`config.mk`:
```
export PLATFORM = sky130hd
export DESIGN_NAME = arbitro_rr
export DESIGN_NICKNAME = d
export VERILOG_FILES = /design/src/rtl/arbitro_rr_pkg.sv /design/src/rtl/arbitro_rr_picker.sv /design/src/rtl/arbitro_rr.sv
export SDC_FILE = /design/constraint.sdc
export NUM_CORES = 1
export LEC_CHECK = 0
export BUFFER_PORTS_ARGS = -buffer_cell sky130_fd_sc_hd__buf_2
export CORE_UTILIZATION = 40
export CTS_CLUSTER_DIAMETER = 50
export DETAILED_ROUTE_END_ITERATION = 8
export GPL_ROUTABILITY_DRIVEN = 1
export PLACE_DENSITY = 0.66
export SLEW_MARGIN = 20
export SYNTH_ARGS = -nofsm -noshare
export SYNTH_HDL_FRONTEND = slang
export SYNTH_SLANG_ARGS = --single-unit
```
`constraint.sdc`:
```
create_clock -name clk -period 3.57 [get_ports clk]
set_input_delay 0.8925 -clock clk [delete_from_list [all_inputs] [get_ports clk]]
set_output_delay 0.8925 -clock clk [all_outputs]
set_load 0.03 [all_outputs]
```
`src/rtl/arbitro_rr_pkg.sv`:
```
// Shared definitions for the round-robin VC arbiter: state encoding, index-width helper
// and the default FIFO geometry used by the arbiter and its neighbouring blocks.
package arbitro_rr_pkg;

  typedef enum logic {
    ST_IDLE  = 1'b0,
    ST_SERVE = 1'b1
  } arb_state_t;

  localparam int NUM_VC_DEFAULT     = 4;
  localparam int DATA_WIDTH_DEFAULT = 6;
  localparam int MAX_BURST_DEFAULT  = 2;

  // Index width for a VC number; never narrower than one bit.
  function automatic int vc_idx_w(input int n);
    return (n > 2) ? $clog2(n) : 1;
  endfunction

endpackage

```
`src/rtl/arbitro_rr_picker.sv`:
```
// Combinational rotating-priority picker: first requester strictly after the pointer,
// wrapping around so the pointer position itself has the lowest priority.
module rr_priority_picker
  import arbitro_rr_pkg::*;
#(
  parameter int N  = NUM_VC_DEFAULT,
  parameter int IW = vc_idx_w(N)
) (
  input  logic [N-1:0]  i_req,
  input  logic [IW-1:0] i_ptr,
  output logic [N-1:0]  o_gnt,
  output logic [IW-1:0] o_idx,
  output logic          o_vld
);

  logic [IW-1:0] w_cand;

  // N is a power of two, so the IW-bit sum wraps exactly modulo N.
  always_comb begin
    o_gnt  = '0;
    o_idx  = '0;
    o_vld  = 1'b0;
    w_cand = '0;
    for (int i = 1; i <= N; i++) begin
      w_cand = i_ptr + IW'(i);
      if (!o_vld && i_req[w_cand]) begin
        o_vld         = 1'b1;
        o_idx         = w_cand;
        o_gnt[w_cand] = 1'b1;
      end
    end
  end

endmodule

```
`src/rtl/arbitro_rr.sv`:
```
// Round-robin arbiter draining NUM_VC input FIFOs into one output FIFO, holding each
// grant for up to MAX_BURST pops; pops are combinational, the push side is registered.
module arbitro_rr
  import arbitro_rr_pkg::*;
#(
  parameter int NUM_VC     = NUM_VC_DEFAULT,
  parameter int DATA_WIDTH = DATA_WIDTH_DEFAULT,
  parameter int MAX_BURST  = MAX_BURST_DEFAULT
) (
  input  logic                         clk,
  input  logic                         reset,
  input  logic                         active,
  input  logic [NUM_VC-1:0]            empty_vc,
  input  logic [NUM_VC*DATA_WIDTH-1:0] rd_data_vc,
  input  logic                         almost_full,
  output logic [NUM_VC-1:0]            pop_vc,
  output logic                         push_out,
  output logic [DATA_WIDTH-1:0]        data_out,
  output logic [$clog2(NUM_VC)-1:0]    grant_id,
  output logic                         idle
);

  localparam int                IDX_W     = vc_idx_w(NUM_VC);
  localparam int                CNT_W     = $clog2(MAX_BURST + 1);
  localparam logic [CNT_W-1:0]  BURST_MAX = CNT_W'(MAX_BURST);
  localparam logic [IDX_W-1:0]  PTR_RESET = IDX_W'(NUM_VC - 1);

  arb_state_t             r_state;
  logic [IDX_W-1:0]       r_grant;
  logic [IDX_W-1:0]       r_ptr;
  logic [CNT_W-1:0]       r_burst;
  logic                   r_push;
  logic [DATA_WIDTH-1:0]  r_data;
  logic                   r_idle;

  logic [NUM_VC-1:0]      w_req;
  logic                   w_can_pop;
  logic                   w_serving;
  logic [IDX_W-1:0]       w_pick_ptr;
  logic [NUM_VC-1:0]      w_pick_gnt;
  logic [IDX_W-1:0]       w_pick_idx;
  logic                   w_pick_vld;
  logic                   w_same_ok;
  logic                   w_pop_same;
  logic                   w_pop_new;
  logic                   w_pop_any;
  logic [IDX_W-1:0]       w_pop_idx;
  logic [DATA_WIDTH-1:0]  w_pop_word;

  assign w_req     = ~empty_vc;
  assign w_can_pop = active & ~almost_full & ~reset;
  assign w_serving = (r_state == ST_SERVE);

  // While serving, rotation searches after the current grant so the next VC is
  // chosen in the same cycle the burst ends.
  assign w_pick_ptr = w_serving ? r_grant : r_ptr;

  rr_priority_picker #(
    .N  (NUM_VC),
    .IW (IDX_W)
  ) u_picker (
    .i_req (w_req),
    .i_ptr (w_pick_ptr),
    .o_gnt (w_pick_gnt),
    .o_idx (w_pick_idx),
    .o_vld (w_pick_vld)
  );

  assign w_same_ok  = w_serving & w_req[r_grant] & (r_burst < BURST_MAX);
  assign w_pop_same = w_can_pop & w_same_ok;
  assign w_pop_new  = w_can_pop & ~w_same_ok & w_pick_vld;
  assign w_pop_any  = w_pop_same | w_pop_new;
  assign w_pop_idx  = w_pop_same ? r_grant : w_pick_idx;
  assign w_pop_word = rd_data_vc[int'(w_pop_idx)*DATA_WIDTH +: DATA_WIDTH];

  always_comb begin
    pop_vc = '0;
    if (w_pop_same) begin
      pop_vc[r_grant] = 1'b1;
    end else if (w_pop_new) begin
      pop_vc = w_pick_gnt;
    end
  end

  always_ff @(posedge clk) begin
    if (reset) begin
      r_state <= ST_IDLE;
      r_grant <= '0;
      r_burst <= '0;
      r_ptr   <= PTR_RESET;
      r_push  <= 1'b0;
      r_data  <= '0;
      r_idle  <= 1'b1;
    end else begin
      // The push stage always completes a pop already issued, whatever active does.
      r_push <= w_pop_any;
      if (w_pop_any) begin
        r_data <= w_pop_word;
      end
      r_idle <= ~w_serving & ~r_push;

      if (!active) begin
        if (w_serving) begin
          r_ptr <= r_grant;
        end
        r_state <= ST_IDLE;
        r_burst <= '0;
      end else if (w_pop_same) begin
        r_burst <= r_burst + CNT_W'(1);
      end else if (w_pop_new) begin
        if (w_serving) begin
          r_ptr <= r_grant;
        end
        r_grant <= w_pick_idx;
        r_burst <= CNT_W'(1);
        r_state <= ST_SERVE;
      end else if (w_serving && !almost_full) begin
        // Burst over or VC drained and nobody else is waiting.
        r_ptr   <= r_grant;
        r_state <= ST_IDLE;
        r_burst <= '0;
      end
    end
  end

  assign push_out = r_push;
  assign data_out = r_data;
  assign grant_id = r_grant;
  assign idle     = r_idle;

endmodule

```
**Word level (Yosys, flattened, before mapping)**

Index checks and enable logic that the tools add are counted.

- $add $sub $neg: 4
- Multiply operators: 1
- Order comparisons: 11
- Equality and inequality tests: 2
- Shift operators: 1
- Mux-type cells: 45
- Bitwise operators: 20
- Reduce and logical (&&, ||, !) cells: 19

Operators by type and width:

| cell | count |
|---|---|
| 2-bit 2-to-1 mux | 13 |
| 4-bit 2-to-1 mux | 6 |
| 24-bit by 6-bit variable part select with 6-bit output | 1 |
| 1-bit 2-to-1 mux | 16 |
| 2-bit by 3-bit < comparator with 1-bit output (second input constant) | 5 |
| 4-bit OR | 3 |
| 1-bit binary-select mux with 2-bit select | 5 |
| 1-bit demux with 2-bit select | 5 |
| 2-bit by 1-bit greater-or-equal comparator with 1-bit output (second input constant) | 5 |
| 1-bit logical AND | 9 |
| 1-bit AND | 8 |
| 1-bit inverter | 7 |
| 2-bit by 1-bit adder with 2-bit output (second input constant) | 2 |
| 2-bit adder (second input constant) | 2 |
| 1-bit logical NOT | 4 |
| 2-bit by 2-bit multiplier with 4-bit output (second input constant) | 1 |
| 4-bit inverter | 1 |
| 2-bit AND reduction | 2 |
| 3-bit by 1-bit inequality test with 1-bit output (second input constant) | 1 |
| 3-bit AND reduction | 1 |
| 3-bit nonzero test | 1 |
| 2-bit < comparator (second input constant) | 1 |
| 2-bit inequality test (second input constant) | 1 |
| 2-bit nonzero test | 1 |
| 2 further kinds | 2 |

- Register bits: 15
- Input bits: 32
- Output and inout port bits: 14
- Logic and storage cells: 110

**Longest topological paths before layout**

- Word-level depth: 18
- Mapped depth: 12

**Modules after synthesis**

From an unflattened synthesis, not the netlist that was laid out.

- Cell total of the unflattened synthesis: 210
- Area total of the unflattened synthesis: 1665.3 um2

By module, submodules not included:

| module | instances | cells each | area each (um2) | sequential area each (um2) |
|---|---|---|---|---|
| arbitro_rr | 1 | 124 | 1036.0 | 300.3 |
| rr_priority_picker | 1 | 86 | 629.4 | 0.0 |

**Least setup slack after synthesis**

No wires, ideal clock.

- Path type: flip-flop to output port
- Start point: reg r_grant[0], in the netlist grant_id[0]
- End point: out pop_vc[1]
- Arrival: 2.815 ns
- Required time: 2.678 ns
- Slack: -0.138 ns
- Stages on the path, launching flop included: 11
- Buffers on the path: 2
- Cells stage by stage: dfxtp_1 buf_2 mux2i_4 ha_1 clkbuf_2 mux2_1 a21oi_1 nand3_1 a31oi_1 a21oi_1 o22ai_1

- Cells in the longest elaborated chain, start to end: 17
- Elaborated cells between the ends (all ways): 64
- Those cells by class: 3 x add/sub; 10 x order compare; 31 x mux; 9 x bitwise; 11 x reduce/logical

RTL lines:

| what | RTL line | text |
|---|---|---|
| start: declaration | arbitro_rr.sv:29 | `logic [IDX_W-1:0] r_grant;` |
| start signal: assignment | arbitro_rr.sv:114 | `r_grant <= w_pick_idx;` |
| parallel branches: the longest is 16 deep, another holds 2-bit by 3-bit < comparator with 1-bit output | n/a |  |
| 4-bit 2-to-1 mux * | arbitro_rr.sv:78 | `if (w_pop_same) begin` |
| end: declaration | arbitro_rr.sv:16 | `output logic [NUM_VC-1:0] pop_vc,` |

Every way passes the cells marked *. The select of a mux whose other input is x is not followed.

**Worst setup path after layout**

- Start point: reg r_state
- End point: out pop_vc[3]

- Cells in the longest elaborated chain, start to end: 17
- Elaborated cells between the ends (all ways): 57
- Those cells by class: 3 x add/sub; 8 x order compare; 27 x mux; 9 x bitwise; 10 x reduce/logical

RTL lines:

| what | RTL line | text |
|---|---|---|
| start: declaration | arbitro_rr.sv:28 | `arb_state_t r_state;` |
| start signal: assignment | arbitro_rr.sv:87 | `r_state <= ST_IDLE;` |
| start signal: assignment | arbitro_rr.sv:106 | `r_state <= ST_IDLE;` |
| start signal: assignment | arbitro_rr.sv:116 | `r_state <= ST_SERVE;` |
| parallel branches: the longest is 16 deep, another holds 2-bit by 3-bit < comparator with 1-bit output | n/a |  |
| 4-bit 2-to-1 mux * | arbitro_rr.sv:78 |  |

Marks and branches as above.

==> summary.md <==
## Timing
- Max Fclk: 296 MHz
- final-report hold violation count: 0
- time the worst path needs with I/O delays and setup: 3380 ps
- pin slew with the least headroom to its limit: 537 ps
- Setup Viol. Count Final: 0
- remaining max-slew budget at the tightest pin: 0.639
- worst setup margin: 194 ps
- final hold slack: 428 ps
- Worst Clk Skew: 0.802 ps
- number of pins exceeding their max-slew limit in the final report: 0
- fin crit share: 0.946
- setup total negative slack: 0 ps

## Detailed routing
- routed wire length per instance: 12.7 um
- routed vias/inst: 5.20
- total number of vias: 1,398
- count of TritonRoute iterations in the first routing pass: 4
- antenna violation net count after detailed routing: 0
- post-detailed-route DRC marker count: 0
- count of routing violations after the opening detailed-route iteration: 78
- Routed WL: 3410 um

## Synth
- fraction of registers with async set or reset after synthesis: 0
- Post-Synthesis Mean Instance Area: 8.30 um2
- count of warnings emitted by yosys: 0
- portion of the post-synthesis area used by sequential elements: 0.215
- number of flops mapped to enable cells by yosys: 0
- cell count after synthesis: 168
- leading cell type by number of instances after synthesis: sky130_fd_sc_hd__nand2_1
- largest cells by area after synthesis: sky130_fd_sc_hd__dfxtp_1 (22%), sky130_fd_sc_hd__mux2i_1 (11%), sky130_fd_sc_hd__ha_1 (7.2%)
- Yosys reg bits: 15
- cell taking the most area after synthesis: sky130_fd_sc_hd__dfxtp_1
- leading cell types by count after synthesis: sky130_fd_sc_hd__nand2_1 (20), sky130_fd_sc_hd__nor2_1 (17), sky130_fd_sc_hd__mux2i_1 (16), sky130_fd_sc_hd__dfxtp_1 (15), sky130_fd_sc_hd__a21oi_1 (11)
- Top FF cell, synth: sky130_fd_sc_hd__dfxtp_1
- summed instance area of the synthesized netlist: 0.00140 mm2
- library cells used by synthesis: 43
- number of nets in the synthesized netlist: 208
- area share of the leading cell type in the synthesized netlist: 0.215

## Final layout
- Layout area overhead: 29.0%
- non-filler cells in the finished layout: 269
- count of antenna diodes in the layout: 0
- nets@finish: 264
- filler cell count in the final layout: 337
- summed area of non-filler cells in the final layout: 0.00180 mm2
- layout cells sized above 1: 0.372

## CTS
- clock buffers created by TritonCTS: 3
- TritonCTS clock tree: done
- hold buffers post-CTS: 0
- CTS clk-pin slew, worst paths: 90 ps
- Max clock buf depth: 2
- Num Clock Sinks: 15
- clock latency on the worst-skew pair: 290 ps
- clock root buffer: sky130_fd_sc_hd__clkbuf_4
- maximum level of the CTS H-tree: 1

## Floorplan
- core region area: 0.00334 mm2
- Die Y-Extent: 61.1 um
- DIE AREA: 0.00373 mm2
- die extent in x: 61.1 um
- starting density of the core: 0.418
- count of boundary I/O pins: 46
- row count: 21

## Global route
- largest net degree at the start of global routing: 14
- global-route track usage on met1: 0.253
- antenna violations before repair: 0
- met3 Track Usage GR: 0.0315
- fraction of met2 tracks used by global routing: 0.293
- total track usage: 0.182
- busiest layer in global routing: met2
- via count of the first global-routing pass: 1,113
- first-pass GRT wire length: 5130 um
- overflow left after global routing: 0

## Pwr
- power per cell area: 263 mW/mm2
- share of power burned in the clock network: 0.207
- fraction of power consumed by sequential logic: 0.387
- Sw Share: 0.361
- Logic pwr share: 0.406
- leak pwr: 0.800 nW
- worst supply voltage drop on vdd: 0.127 mV
- P_sw: 0.171 mW
- Internal: 0.303 mW

## Critical path
- cell count of the worst reg-to-reg path: 10
- end point of the critical path: pop_vc[3]
- crit end category: primary output
- type of the worst setup path: flop to primary output
- required time worst endpoint: 2680 ps
- critical path startpoint: r_state
- critical path fanouts, max: 12
- Crit path arrival time: 2480 ps
- crit path launch type: flop
- Worst R2R Setup Slack: 860 ps
- Crit Reg-Reg Endpoint: data_out[0]
- critical register-to-register path startpoint: r_state

## Place
- weighted congestion at the end of routability-driven global placement: 0.807
- Post-Place Cells: 259
- post-detailed-placement half-perimeter wirelength: 2620 um
- Placed Instance Area: 0.00171 mm2
- setup slack after placement: 204 ps
- number of buffers added on ports: 45

## Flow run
- max-capacitance violation count: 0

## Run status
- result of the run: finished, final reports clean

## Min path
- type of the tightest min-delay check: flop to flop

what timing repair did:
action                                  in CTS  in global routing
gates resized for setup                      2                  5
endpoints found under the setup margin       4                  4
setup buffers                                0                  6
how the worst min path moves through the flow:
stage / start / end / depth (start not counted)
final: push_out / idle / 1
after detailed placement: push_out / idle / 1
after floorplan: r_burst[0] / r_burst[1] / 2
after global routing: push_out / idle / 1
after global placement: push_out / idle / 1
after CTS: push_out / idle / 1
state kept, by name, summed over array words and instances, names as in the netlist:
register	count
r_state	1
r_ptr	2
idle	1
push_out	1
r_burst	2
data_out	6
grant_id	2
cell usage in the layout (no fill, tap or decap), types with 8 or more instances in the layout:
master | Yosys | layout
sky130_fd_sc_hd__buf_2 | 2 | 43
sky130_fd_sc_hd__nand2_1 | 20 | 20
sky130_fd_sc_hd__nor2_1 | 17 | 17
sky130_fd_sc_hd__mux2i_1 | 16 | 16
sky130_fd_sc_hd__buf_4 | 1 | 15
sky130_fd_sc_hd__dfxtp_1 | 15 | 13
sky130_fd_sc_hd__a21oi_1 | 11 | 10
sky130_fd_sc_hd__nand3_1 | 8 | 8
sky130_fd_sc_hd__ha_1 | 8 | 8
layer usage:
layer | wire, um | part of all wire
met5 | 0 | 0
met4 | 36 | 0.011
met3 | 121 | 0.035
met2 | 1650 | 0.48
met1 | 1610 | 0.47
power by group through the flow:
| stage | Combinational (mW) | Sequential [mW] | Clock [mW] |
|---|---|---|---|
| after CTS | 0.185 | 0.184 | 0.103 |
| after detailed placement | 0.184 | 0.188 | 0 |
| after floorplan | 0.117 | 0.204 | 0 |
| after global routing | 0.211 | 0.184 | 0.111 |
| final | 0.192 | 0.183 | 0.0982 |
| after global placement | 0.184 | 0.187 | 0 |
per-stage QoR:
stage | power, mW | utilization
after floorplan | 0.321 | -
after global placement | 0.371 | 0.512
after detailed placement | 0.372 | 0.512
after CTS | 0.472 | 0.521
after global routing | 0.506 | 0.539
final | 0.474 | 0.539
area by class of cell:
type | instances | area (um2) | share of cell area
timing repair buffer | 60 | 347 | 0.193
clock inverter | 1 | 5.00 | 0.00278
clock buffer | 3 | 22.5 | 0.0125
sequential | 15 | 305 | 0.170
multi-input combinational | 136 | 1030 | 0.571
inverter | 8 | 35.0 | 0.0195
tap | 46 | 57.6 | 0.0320
critical path: stages (launching register included):
cell	delay (ps)
sky130_fd_sc_hd__dfxtp_4	380
sky130_fd_sc_hd__mux2i_4	190
sky130_fd_sc_hd__buf_6	140
sky130_fd_sc_hd__buf_4	150
sky130_fd_sc_hd__inv_6	100
sky130_fd_sc_hd__mux4_2	610
sky130_fd_sc_hd__nor2_1	120
sky130_fd_sc_hd__a31oi_1	50
sky130_fd_sc_hd__a21oi_1	180
sky130_fd_sc_hd__o22ai_2	80
sky130_fd_sc_hd__clkbuf_4	190
logic make-up (layout without fill, tap and decap cells):
kind of cell             after synthesis  in the layout  synth area share
adder cells (fa/ha/maj)                8              8            0.0718
AND/OR/NAND/NOR                       61             61             0.213
multiplexers                          22             22             0.204
buffers and inverters                 17             72            0.0601
AO/OA/AOI/OAI                         45             45             0.236
flip-flops                            15             15             0.215
(Power assumes the default switching activity.)
